$ cat config.mk
export PLATFORM = sky130hd
export DESIGN_NAME = mem_port_arbiter
export DESIGN_NICKNAME = d
export VERILOG_FILES = /design/src/rtl/mem_port_arbiter.sv
export SDC_FILE = /design/constraint.sdc
export NUM_CORES = 1
export LEC_CHECK = 0
export CAP_MARGIN = 20
export CORE_UTILIZATION = 40
export CTS_BUF_LIST = sky130_fd_sc_hd__clkbuf_4 sky130_fd_sc_hd__clkbuf_8
export DETAILED_ROUTE_END_ITERATION = 8
export GPL_ROUTABILITY_DRIVEN = 0
export PLACE_DENSITY_LB_ADDON = 0.05
export SYNTH_ARGS = -nofsm -noshare
export SYNTH_HDL_FRONTEND = slang
export SYNTH_SLANG_ARGS = --single-unit
$ cat constraint.sdc
create_clock -name clk -period 1.5 [get_ports clk]
set_input_delay 0.225 -clock clk [delete_from_list [all_inputs] [get_ports clk]]
set_output_delay 0.225 -clock clk [all_outputs]
set_load 0.01 [all_outputs]
$ cat src/rtl/mem_port_arbiter.sv
// mem_port_arbiter: round-robin sharing of one single-port 16-bit memory between fetch and data requesters
module mem_port_arbiter #(
    parameter int ADDR_WIDTH  = 16,
    parameter int WAIT_CYCLES = 1
) (
    input  logic                  clk,
    input  logic                  rst,
    input  logic                  i_req,
    input  logic [ADDR_WIDTH-1:0] i_addr,
    output logic [15:0]           i_rdata,
    output logic                  i_done,
    output logic                  i_err,
    input  logic                  d_req,
    input  logic                  d_wr,
    input  logic [ADDR_WIDTH-1:0] d_addr,
    input  logic [15:0]           d_wdata,
    output logic [15:0]           d_rdata,
    output logic                  d_done,
    output logic                  d_err,
    output logic                  busy,
    output logic [ADDR_WIDTH-1:0] mem_addr,
    output logic [15:0]           mem_data_in,
    output logic                  mem_enable,
    output logic                  mem_wr,
    input  logic [15:0]           mem_data_out
);
    localparam int CW = $clog2(WAIT_CYCLES) + 1;
    typedef enum logic [1:0] {IDLE, ACCESS, DONE} state_t;
    state_t                state_q;
    logic                  owner_q, last_q, wr_q, err_q;
    logic [ADDR_WIDTH-1:0] addr_q;
    logic [15:0]           wdata_q, rdata_q;
    logic [CW-1:0]         cnt_q;
    logic                  pick_d, last_cnt, acc, fin;
    logic [ADDR_WIDTH-1:0] addr_d;
    // owner/last_grant encoding: 0 = fetch, 1 = data; a tie goes to the side not granted last
    assign pick_d   = d_req && (!i_req || !last_q);
    assign addr_d   = pick_d ? d_addr : i_addr;
    assign last_cnt = cnt_q == CW'(WAIT_CYCLES - 1);
    always_ff @(posedge clk) begin
        if (rst) begin
            state_q <= IDLE;
            owner_q <= 1'b0;
            last_q  <= 1'b1;
            wr_q    <= 1'b0;
            err_q   <= 1'b0;
            addr_q  <= '0;
            wdata_q <= '0;
            rdata_q <= '0;
            cnt_q   <= '0;
        end else begin
            case (state_q)
                IDLE: if (i_req || d_req) begin
                    owner_q <= pick_d;
                    last_q  <= pick_d;
                    addr_q  <= addr_d;
                    wr_q    <= pick_d && d_wr;
                    wdata_q <= pick_d ? d_wdata : 16'h0;
                    err_q   <= addr_d[0];
                    rdata_q <= '0;
                    cnt_q   <= '0;
                    state_q <= addr_d[0] ? DONE : ACCESS;
                end
                ACCESS: if (last_cnt) begin
                    rdata_q <= wr_q ? 16'h0 : mem_data_out;
                    state_q <= DONE;
                end else begin
                    cnt_q <= cnt_q + 1'b1;
                end
                DONE: begin
                    cnt_q   <= '0;
                    state_q <= IDLE;
                end
                default: state_q <= IDLE;
            endcase
        end
    end
    assign acc         = state_q == ACCESS;
    assign fin         = state_q == DONE;
    assign busy        = state_q != IDLE;
    assign i_done      = fin && !owner_q;
    assign d_done      = fin && owner_q;
    assign i_err       = i_done && err_q;
    assign d_err       = d_done && err_q;
    assign i_rdata     = i_done ? rdata_q : 16'h0;
    assign d_rdata     = d_done ? rdata_q : 16'h0;
    assign mem_enable  = acc;
    assign mem_addr    = acc ? addr_q : '0;
    assign mem_data_in = acc ? wdata_q : 16'h0;
    assign mem_wr      = acc && wr_q && last_cnt;
endmodule

# [After elaboration in Yosys (flattened, before gate mapping)]
# Index checks and enable logic that the tools add are counted.
# Widths: inputs -> output; s select.
[op_classes] n_bitwise=1 addsub=1 n_mux=17 eq_ne=4 n_reduce_logical=21
[ops] operator="$mux 16" n=9
[ops] operator="$pmux 16 s2" n=1
[ops] operator="$logic_and 1x1->1" n=8
[ops] operator="$mux 2" n=3
[ops] operator="$reduce_and 2->1" n=3
[ops] operator="$ne 2x2->1 const B" n=2
[ops] operator="$pmux 2 s2" n=1
[ops] operator="$reduce_bool 2->1" n=2
[ops] operator="$logic_not 1->1" n=3
[ops] operator="$pmux 1 s3" n=1
[ops] operator="$reduce_and 3->1" n=1
[ops] operator="$reduce_bool 3->1" n=1
[ops] operator="$eq 2x1->1 const B" n=1
[ops] operator="$eq 2x2->1 const B" n=1
[ops] operator="$logic_not 2->1" n=1
[ops] operator="$logic_or 1x1->1" n=2
[ops] operator="$mux 1" n=2
[ops] operator="$add 1x1->1 const B" n=1
[ops] operator="$not 1->1" n=1
[totals] regBits=55 input_bits=69

# [Longest topological paths before layout]
[logic_depth] ltp_word=7 mapped_depth=5 depth_no_buf=4

# [Worst setup path before layout]
# Ideal clock, no wire load.
[synth_path] path_type="register -> output" start="register state_q[1]" end="output i_rdata[10]" stages_incl_launch_ff=4 t_arrival_ns=1.180 t_required_ns=1.275 path_slack_ns=0.095 path_cell_list="dfxtp_1 -> nor3b_2 -> clkbuf_1 -> and2_1"
[synth_between] elab_chain_cells=3
[synth_rtl] item="from (decl)" line_no="29" rtl="state_t state_q;"
[synth_rtl] item="from (signal assigned)" line_no="62" rtl="state_q <= addr_d[0] ? DONE : ACCESS;"
[synth_rtl] item="$eq 2x2->1" line_no="79" rtl="assign fin = state_q == DONE;"
[synth_rtl] item="$logic_and 1x1->1" line_no="81" rtl="assign i_done = fin && !owner_q;"
[synth_rtl] item="via i_done" line_no="11" rtl="output logic i_done,"
[synth_rtl] item="$mux 16" line_no="85" rtl="assign i_rdata = i_done ? rdata_q : 16'h0;"
[synth_rtl] item="to (decl)" line_no="10" rtl="output logic [15:0] i_rdata,"
# The timed path passes the listed nets, and every way through them passes these cells.

# [Worst setup path in the final report]
[layout_path] start="register state_q[0]" end="output mem_addr[14]"
[layout_between] elab_chain_cells=2
[layout_rtl] item="$eq 2x1->1" line_no="78" rtl="assign acc = state_q == ACCESS;"
[layout_rtl] item="$mux 16" line_no="88" rtl="assign mem_addr = acc ? addr_q : '0;"
[layout_rtl] item="to (decl)" line_no="21" rtl="output logic [ADDR_WIDTH-1:0] mem_addr,"
# No other way between the ends.

==> metrics.md <==
| Metric | Value |
|---|---|
| Setup TNS | -13.38 ns |
| Drt via density | between 5 and 6 |
| Post-route clock skew | ~0.0050 ns |
| Post-synth top cells | and2_1 (67), dfxtp_1 (53), nand2_1 (50), a21oi_1 (33) |
| Fin. Hold Viols | 0 |
| Synth Warn # | 0 |
| Highest clock rate | between 500 and 600 MHz |
| Setup violators final | slightly below 70 |
| CP max-delay cell | dfxtp_4 |
| Post-layout instance area | ~4600 µm² |
| Slew Limit Fails | 0 |
| Fin crit share | 1.21 |
| Syn_nets | between 300 and 400 |
| Tot Pwr | between 3 and 4 mW |
| Via Count | about 2,900 |
| Clock Sinks | 53 |
| Sw Ratio | 0.275 |
| Share of cells above drive strength 1 | 0.398 |
| CP Cell Sequence | inv_4, nor2_4, buf_6, buf_6, buf_6, buf_6, and2_4, buf_6 |
| Synth area leaders | dfxtp_1 (41%), and2_1 (16%), nand2_1 (7.3%) |
| H-tree Lvls | 2 |
| Remaining antenna violation count | 0 |
| Crit Path Class | reg2out |
| Min-Delay Path Depth | 3 |
| Syn avg cell area | about 8.7 µm² |
| Max cap viols | 0 |
| Post-synth EDFFs | 0 |
| Port bufs | approximately 140 |
| Reg2reg end | wdata_q[10] |
| Leak | between 2 and 2.5 nW |
| Clock Tree Root | clkbuf_8 |
| Fin crit period | ~1.8 ns |
| Synthesis-stage register bit count | 53 |
| Status | complete, but fails checks |
| GRT Resource Usage Total | 0.243 |
| Crit path buf inv count | 6 |
| Crit path max-delay family | buffers and inverters |
| Syn Inst Count | ~300 |
| TritonRoute pass-1 iters | 4 |
| Post-synth cell types | 29 |
| Combinational share of power | 0.286 |
| Synth async-reset ratio | 0 |
| Initial cell density of the core | 0.426 |
| Final non-filler cell total | 550 |
| Hold wc startpoint | rst |
| Die area | 6780 µm² |
| Internal power | 2.46 mW |
| Post-route DRC | 0 |
| Routed length per instance | 15.8 µm |
| CTS tree | done |
| Worst Setup End Kind | output pin |
| Row Count | 28 |
| Post-synth top area cell | dfxtp_1 |
| Top FF cell, synth | dfxtp_1 |
| Clock power share | 0.243 |
| RSZ-0062 raised after global routing | yes |
| Core Box Area | a little over 6000 µm² |
| Sequential power share | 0.471 |
| Mapped Area | approximately 2600 µm² |
| Placed Instance Area | slightly above 4000 µm² |
| Area grow syn2layout | 79.8% |
| Most instantiated library cell after synthesis | and2_1 |
| Aggregate routed wire length | 8670 µm |
| Remaining global-route overflow | 0 |
| Failing checks | setup timing |
| Crit-path max FO | 5 |
| RR Startpoint | state_q[0] |
| CP most frequent cell | buf_6 |
| TritonCTS buffer count | 5 |
| Max clock buf depth | 2 |
| Post-layout worst setup margin | -0.318 ns |
| PD cells | roughly 730 nW/µm² |
| Req. time, crit path | approximately 1.3 ns |
| Worst IR Drop VDD | 0.000538 V |
| First-pass GRT wire length | 12,500 µm |
| # diodes | 0 |
| Worst-margin pin slew | 0.408 ns |
| Worst-path clk slew | around 0.090 ns |
| I/O pin count | between 100 and 150 |
| Min-Delay Path Class | in2reg |
| Synth top area share | 0.411 |
| Number of DRC violations after detailed-routing iteration 0 | between 70 and 80 |
| Sequential-to-total area share from yosys stat | 0.411 |
| Data arrival time of the worst path | between 1.5 and 2 ns |
| Initial antenna violation count | 0 |
| Hold endpoint | addr_q[9] |
| Clk Latency, worst-skew pair | 0.30 ns |
| DIE WIDTH | approximately 82 µm |
| R2R depth | 6 |
| Cts hold-fix bufs | 0 |
| Largest net degree at the start of global routing | 26 |
| Max stage delay on crit path | about 0.38 ns |
| CP Launch Type | flop |
| Slew HR | 0.728 |
| Number of global-route vias before repair | 2,576 |
| Dpl cells | a little over 500 |
| P_sw | around 0.93 mW |
| Die height | just over 80 µm |
| WHS | 0.348 ns |
| Nets | around 540 |
| Hpwl dp | just over 5000 µm |
| Worst reg-to-reg setup slack | 0.07 ns |
[layout by cell type (no fill, tap or decap), types with 2 or more instances in the layout]
cell type	count
buf_6	68
clkdlybuf4s50_1	67
nand2_1	50
dfxtp_1	50
and2_4	38
a21oi_1	33
buf_2	31
and2_1	29
buf_4	22
a311oi_1	17
a22o_1	17
a32oi_1	16
clkbuf_8	5
buf_12	5
nor2_4	3
clkbuf_4	3
nor3b_4	2
dfxtp_4	2
[worst register-to-register path, cell delays in order, from the launching register on]
cell	delay [ns]
dfxtp_4	0.37
buf_4	0.14
nor2_4	0.11
buf_4	0.26
a21oi_4	0.09
buf_12	0.16
a22o_1	0.19
[state kept, by name, summed over array words and instances (netlist names)]
register / cells
addr_q: 16
last_q: 1
owner_q: 1
rdata_q: 16
state_q: 2
wdata_q: 16
wr_q: 1
[repair_timing]
| item | in CTS | in global routing |
|---|---|---|
| gates cloned | 4 | 3 |
| gates resized for setup | 312 | 98 |
| pin swaps | 18 | 7 |
| setup buffers | 25 | 9 |
| setup endpoints to repair | 105 | 71 |
[cells by family after synthesis]
family	share of synthesized area
AND/OR/NAND/NOR	0.278
buffers and inverters	0.0576
flip-flops	0.411
AO/OA/AOI/OAI	0.254
[metrics by stage]
stage                util  setup WS (ns)
finish              0.766         -0.318
global route        0.766         -0.369
CTS                 0.733         -0.383
detailed placement  0.682         -0.400
global placement    0.682         -0.311
floorplan               -         0.0949
[power by group through the flow]
stage	clock network (mW)	logic (mW)	registers (mW)
finish	0.823	0.970	1.60
global route	0.897	1.04	1.61
CTS	0.841	0.906	1.58
detailed placement	0	0.765	1.61
global placement	0	0.749	1.61
floorplan	0	0.387	1.59
[routing by layer]
| layer | global-route usage | up-vias | routed length [µm] |
|---|---|---|---|
| met3 | 0.0473 | 12 | 545 |
| met4 | 0.0632 | 0 | 111 |
| met5 | 0 | - | 0 |
| met2 | 0.431 | 110 | 4490 |
| met1 | 0.298 | 1345 | 3530 |
| li1 | - | 1407 | - |
[worst max-delay path by stage]
stage / from / end / slack (ns) / cells past startpoint
2_1_floorplan: state_q[1] / i_rdata[10] / 0.09 / 3
3_3_place_gp: i_req / state_q[0] / -0.31 / 5
3_5_place_dp: i_req / addr_q[8] / -0.40 / 5
4_1_cts: state_q[0] / mem_data_in[3] / -0.38 / 9
5_1_grt: state_q[0] / mem_addr[14] / -0.37 / 8
6_report: state_q[0] / mem_addr[14] / -0.32 / 8
[layout make-up]
class | instances | area [µm²]
repair buffers | 195 | 1890
multi-input cells | 217 | 1490
fillers | 448 | 1420
flip-flops and latches | 53 | 1070
well taps | 75 | 93.8
clock buffers | 8 | 91.3
inverters | 2 | 10.0
Power figures use the tool's default switching activity.
